`config.mk`:
```
export PLATFORM = sky130hd
export DESIGN_NAME = regfile_bank
export DESIGN_NICKNAME = d
export VERILOG_FILES = /design/src/rtl/regfile_pkg.sv /design/src/rtl/regfile_word.sv /design/src/rtl/regfile_bank.sv
export SDC_FILE = /design/constraint.sdc
export NUM_CORES = 2
export LEC_CHECK = 0
export CELL_PAD_IN_SITES_DETAIL_PLACEMENT = 1
export CELL_PAD_IN_SITES_GLOBAL_PLACEMENT = 1
export CORE_ASPECT_RATIO = 1.4
export CORE_MARGIN = 5
export CORE_UTILIZATION = 56
export CTS_BUF_LIST = sky130_fd_sc_hd__clkbuf_8
export DETAILED_ROUTE_END_ITERATION = 6
export GPL_TIMING_DRIVEN = 0
export PLACE_DENSITY_LB_ADDON = 0.12
export SLEW_MARGIN = 0
export SYNTH_ARGS = -nofsm -noshare
export SYNTH_HDL_FRONTEND = slang
export SYNTH_HIERARCHICAL = 1
export SYNTH_SLANG_ARGS = --single-unit
```
`constraint.sdc`:
```
create_clock -name clk -period 2.8 [get_ports clk]
set_input_delay 0.42 -clock clk [delete_from_list [all_inputs] [get_ports clk]]
set_output_delay 0.42 -clock clk [all_outputs]
set_load 0.01 [all_outputs]
```
`src/rtl/regfile_pkg.sv`:
```
// regfile_pkg: shared sizes and types for the architectural register file
package regfile_pkg;
  localparam int REG_WIDTH  = 32;
  localparam int REG_COUNT  = 32;
  localparam int REG_ADDR_W = 5;
  localparam int ZERO_REG   = 0;
  typedef logic [REG_ADDR_W-1:0] reg_addr_t;
  typedef logic [REG_WIDTH-1:0]  reg_word_t;
endpackage

```
`src/rtl/regfile_word.sv`:
```
// regfile_word: one enabled register word with asynchronous active-low clear
module regfile_word
  import regfile_pkg::*;
#(
  parameter int WIDTH = REG_WIDTH
) (
  input  logic             clk,
  input  logic             rst_n,
  input  logic             i_en,
  input  logic [WIDTH-1:0] i_d,
  output logic [WIDTH-1:0] o_q
);
  logic [WIDTH-1:0] r_q;
  always_ff @(posedge clk or negedge rst_n)
    if (!rst_n) r_q <= '0;
    else if (i_en) r_q <= i_d;
  assign o_q = r_q;
endmodule

```
`src/rtl/regfile_bank.sv`:
```
// regfile_bank: register file with one synchronous write and two combinational reads
module regfile_bank
  import regfile_pkg::*;
#(
  parameter int WIDTH  = REG_WIDTH,
  parameter int DEPTH  = REG_COUNT,
  parameter int BYPASS = 0
) (
  input  logic                     clk,
  input  logic                     rst_n,
  input  logic                     wr_en,
  input  logic [$clog2(DEPTH)-1:0] wr_addr,
  input  logic [WIDTH-1:0]         wr_data,
  input  logic [$clog2(DEPTH)-1:0] rd_addr1,
  output logic [WIDTH-1:0]         rd_data1,
  input  logic [$clog2(DEPTH)-1:0] rd_addr2,
  output logic [WIDTH-1:0]         rd_data2
);
  localparam int AW = $clog2(DEPTH);
  logic [WIDTH-1:0] w_words [DEPTH];
  logic [DEPTH-1:1] w_we;
  logic [WIDTH-1:0] w_rd1, w_rd2;
  assign w_words[ZERO_REG] = '0;
  for (genvar i = 1; i < DEPTH; i++) begin : g_word
    assign w_we[i] = wr_en && (wr_addr == AW'(i));
    regfile_word #(.WIDTH(WIDTH)) u_word (
      .clk  (clk),
      .rst_n(rst_n),
      .i_en (w_we[i]),
      .i_d  (wr_data),
      .o_q  (w_words[i])
    );
  end
  assign w_rd1 = w_words[rd_addr1];
  assign w_rd2 = w_words[rd_addr2];
  if (BYPASS != 0) begin : g_bypass
    // Forwarding never applies to r0 so it still reads zero.
    logic w_hit1, w_hit2;
    assign w_hit1   = wr_en && (wr_addr == rd_addr1) && (wr_addr != AW'(ZERO_REG));
    assign w_hit2   = wr_en && (wr_addr == rd_addr2) && (wr_addr != AW'(ZERO_REG));
    assign rd_data1 = w_hit1 ? wr_data : w_rd1;
    assign rd_data2 = w_hit2 ? wr_data : w_rd2;
  end else begin : g_direct
    assign rd_data1 = w_rd1;
    assign rd_data2 = w_rd2;
  end
endmodule

```
; Word-level counts from Yosys, hierarchy flattened
; Index checks and enable logic that the tools add are counted.
[totals]
regBits = 992
output_inout_bits = 64
[op_classes]
order_cmp = 2
eq_ne = 31
n_mux = 6
bitwise_logic = 2
n_reduce_logical = 31
[op_table]
columns = op, n
row1 = binary-select mux 32 bit (select 5 bit), 2
row2 = 2-to-1 mux 32 bit, 4
row3 = "== test 5 bit, second input constant", 16
row4 = "== test 5 x 4 -> 1 bit, second input constant", 8
row5 = logical AND 1 bit, 31
row6 = "== test 5 x 3 -> 1 bit, second input constant", 4
row7 = "greater-or-equal comparator 6 bit, second input constant", 2
row8 = inverter 5 -> 6 bit, 2
row9 = "== test 5 x 2 -> 1 bit, second input constant", 2
row10 = "== test 5 x 1 -> 1 bit, second input constant", 1

; Longest topological paths before layout
[logic_depth]
ltp_word = 4
ltp_mapped = 9
depth_no_buf = 4

; Cells and area by module
; Netlist, hierarchy kept.
[modules_own_cells]
columns = mod, instances, cells_per_inst, area_each_um2, seq_area_each_um2
row1 = regfile_word, 31, 68, 1345.0, 800.8
row2 = regfile_bank, 1, 1462, 16351.9, 0.0

; Worst setup path before layout
; No wires, ideal clock.
[synth_timing]
path_kind = in2out
start = in rd_addr2[0]
end = out rd_data2[10]
arrival_ns = 1.951
required_ns = 2.380
setup_slack_ns = 0.429
path_stages = 7
path_buffers = 3
cell_sequence = buf_2 -> buf_6 -> buf_2 -> mux4_2 -> a22o_1 -> o21ai_1 -> o31ai_1
[synth_between]
elab_chain_len = 4
[synth_rtl]
columns = element, line
row1 = from (decl), regfile_bank.sv:16  ; input logic [$clog2(DEPTH)-1:0] rd_addr2,
row2 = inverter 5 -> 6 bit (not written as such), regfile_bank.sv:35  ; assign w_rd2 = w_words[rd_addr2];
row3 = binary-select mux 32 bit (select 5 bit), regfile_bank.sv:35
row4 = 2-to-1 mux 32 bit (not written as such) (2 in a row), regfile_bank.sv:35
row5 = to (decl), regfile_bank.sv:17  ; output logic [WIDTH-1:0] rd_data2
; Every way passes these cells. The select of a mux whose other input is x is not followed.

; Worst setup path in the final report
[layout_timing]
start = in rd_addr2[2]
end = out rd_data2[20]
; The elaborated chain is that of the path after synthesis.

==> results.py <==
metrics = {
    "synth": {
        "synth_top_family_by_area": "multiplexers",
        "synth_xor_area_frac": 0,
        "synth_area_um2": 58000,
        "synth_compound_area_frac": 0.0579,
        "synthAdderAreaFrac": 0,
        "yosysWarnings": 6,
        "muxShareOfSynthArea": 0.442,
        "synth.largest_area_cell": "dfrtp_1",
        "syn_avg_cell_area_um2": 16.3,
        "synth_cell_types": 29,
        "ys_seq_area_frac": 0.428,
        "synth_top_area_frac": 0.428,
        "synth_seq_cells": 992,
        "synthCells": 3570,
        "syn-num-nets": 3620,
        "synth_area_leaders": "dfrtp_1 43%, mux2_4 24%, mux4_2 15%",
        "yosys.area_share.simple": 0.0162,
    },
    "cells_and_area": {
        "seq_area_um2": 24800,
        "stdcell_count": 5364,
        "multi_input_area_um2": 31500,
        "area_growth_pct": 14.6,
        "mostFrequentLayoutCells": "992 x dfrtp_1, 930 x mux2_4, 384 x mux4_2",
        "fin_util": 0.647,
        "drive_gt1_frac": 0.574,
        "final_area_um2": 66500,
        "layout.nets": 3960,
        "largest_reg_flops": 992,
        "fill_cells": 8990,
        "final_common_cell": "dfrtp_1",
    },
    "drt": {
        "drt-initial-drc-count": 3100,
        "vias": 37268,
        "drt-pass1-iter-count": 6,
        "wire_per_inst_um": 38.4,
        "postRouteAntennaNets": 0,
        "routed_via_density": 6.95,
        "drt_wl_total_um": 206000,
        "drc_errors": 0,
    },
    "floorplanning": {
        "die_y_um": 391,
        "die_w_um": 282,
        "die_area_um2": 110000,
        "num_io_pins": 114,
        "rows": 139,
        "start_util": 0.565,
        "core_um2": 103000,
    },
    "critical_path": {
        "cp.arrival_ns": 2.75,
        "start_kind": "input port",
        "worst_ep_required_time_ns": 2.38,
        "critPathKind": "input port to output pin",
        "critPathLaunch": "rd_addr2[2]",
        "crit_fanout": 10,
        "end_kind": "output pin",
        "r2r_start": "g_word[23].u_word/o_q[5]",
    },
    "sta": {
        "hold_violations": 0,
        "setup_slack_ns": -0.367,
        "holdWs_ns": 0.240,
        "maxSlewViolCount": 0,
        "skew_ns": 0,
        "rsz0062_at_grt": "yes",
        "finalSetupViolations": 64,
        "worst_pin_slew_ns": 1.47,
        "period_minus_slack_ns": 3.17,
        "max_freq_mhz": 316,
        "min_period_over_period": 1.13,
        "max_slew_margin": 0.0148,
    },
    "placement": {
        "postPlaceCellArea_um2": 61000,
        "place_ws_ns": -2.44,
        "place_congestion": 0.963,
        "port-buffer-count": 103,
        "dpl.hpwl_um": 141000,
        "dp_cells": 5021,
    },
    "grt": {
        "grt_max_degree": 133,
        "grt_pass1_vias": 41447,
        "overflow": 0,
        "grtUsageTotal": 0.371,
        "antenna_found_initial": 9,
        "grt_pass1_wl_um": 296000,
    },
    "run_status": {
        "status": "complete, but fails checks",
        "violations": "negative setup slack",
    },
    "pwr": {
        "max-vdd-ir-drop_v": 0.000542,
        "power_per_cell_area_nw_per_um2": 677,
        "cellLeakagePower_uw": 0.0293,
    },
    "clocking": {
        "cts_buffers": 160,
        "clockBufferDepth": 3,
        "cts.clk_slew.worst_paths_ns": 0.06,
        "cts_tree": "done",
        "h-tree-depth": 4,
        "insertion_delay_ns": 0.87,
        "cts_sinks": 992,
        "cts_root_buf": "clkbuf_8",
    },
    "job": {
        "maxCapViolCount": 0,
    },
    "min_path": {
        "min_path_type": "input port to flip-flop",
        "min-delay-start": "wr_data[27]",
    },
}
[synth_stat cells, drive strengths merged]
| library cell | count |
|---|---|
| nand2 | 69 |
| o22ai | 64 |
| o21ai | 64 |
| o31ai | 64 |
| nor2 | 28 |
| nand2b | 7 |
| nor2b | 7 |
| mux4 | 384 |
| dfrtp | 992 |
| nand4b | 2 |
| and2 | 34 |
| clkbuf | 113 |
| a211oi | 64 |
| nand4 | 1 |
| nand3b | 1 |
| nand3 | 2 |
| mux2i | 160 |
| nor3 | 7 |
| mux2 | 1056 |
| buf | 225 |
| inv | 2 |
| a22o | 192 |
| and3 | 32 |
[per-stage QoR]
step	setup TNS [ns]	power (uW)
6_report	-16.77	45000
5_1_grt	-18.10	46600
4_1_cts	-19.09	44800
3_3_place_gp	-	30400
2_1_floorplan	0	27000
3_5_place_dp	-324.28	31100
[layer usage]
layer / track usage / part of all wire / vias up
met3: 0.0651 / 0.058 / 615
met1: 0.463 / 0.38 / 20320
met4: 0.256 / 0.085 / 4
met5: 0 / 0.00012 / -
met2: 0.590 / 0.48 / 1785
li1: - / - / 14544
[kinds of logic after synthesis]
group / Yosys count
buffers and inverters: 340
multiplexers: 1600
AND/OR/NAND/NOR: 190
AO/OA/AOI/OAI: 448
flip-flops: 992
[repair_timing]
| item | 4_1_cts | 5_1_grt |
|---|---|---|
| cloned | 1 | 1 |
| endpoints found under the setup margin | 168 | 168 |
| pin swaps | 119 | 60 |
| buffers inserted | 32 | 29 |
| gates resized for setup | 744 | 70 |
| hold endpoints to repair | 73 | 0 |
| hold buffers | 5 | 0 |
[worst max-delay path: stages]
cell and delay [ns]:
clkbuf_1 0.31, buf_4 0.33, buf_4 0.38, mux4_2 0.38
a22o_1 0.23, o21ai_4 0.29, o31ai_4 0.17, buf_2 0.21
[cell type report]
type | count | share of cell area
Antenna cell | 5 | 0.000188
Buffer | 336 | 0.0576
Clock buffer | 205 | 0.0424
Clock inverter | 67 | 0.00512
Inverter | 2 | 0.000113
Multi-Input combinational cell | 2238 | 0.474
Sequential cell | 992 | 0.373
Tap cell | 1339 | 0.0252
Timing Repair Buffer | 180 | 0.0224
[where the power goes]
part           internal, uW  switching, uW  leakage, uW
registers             17200           2530       0.0127
clock network          6700           6210      0.00181
logic                  7340           5100       0.0148
[final timing paths]
path / end / depth (start not counted) / slack, ns
hold / removal: g_word[13].u_word/o_q[27] / 2 / 0.24
setup / recovery: rd_data2[20] / 8 / -0.37
max in group asynchronous: g_word[8].u_word/o_q[31] / 8 / 0.39
min in group asynchronous: g_word[20].u_word/o_q[2] / 3 / 0.27
hold reg to reg: g_word[3].u_word/o_q[26] / 1 / 0.53
setup reg to reg: g_word[23].u_word/o_q[5] / 3 / 1.78
No activity file was read; power rests on OpenSTA's default activity.
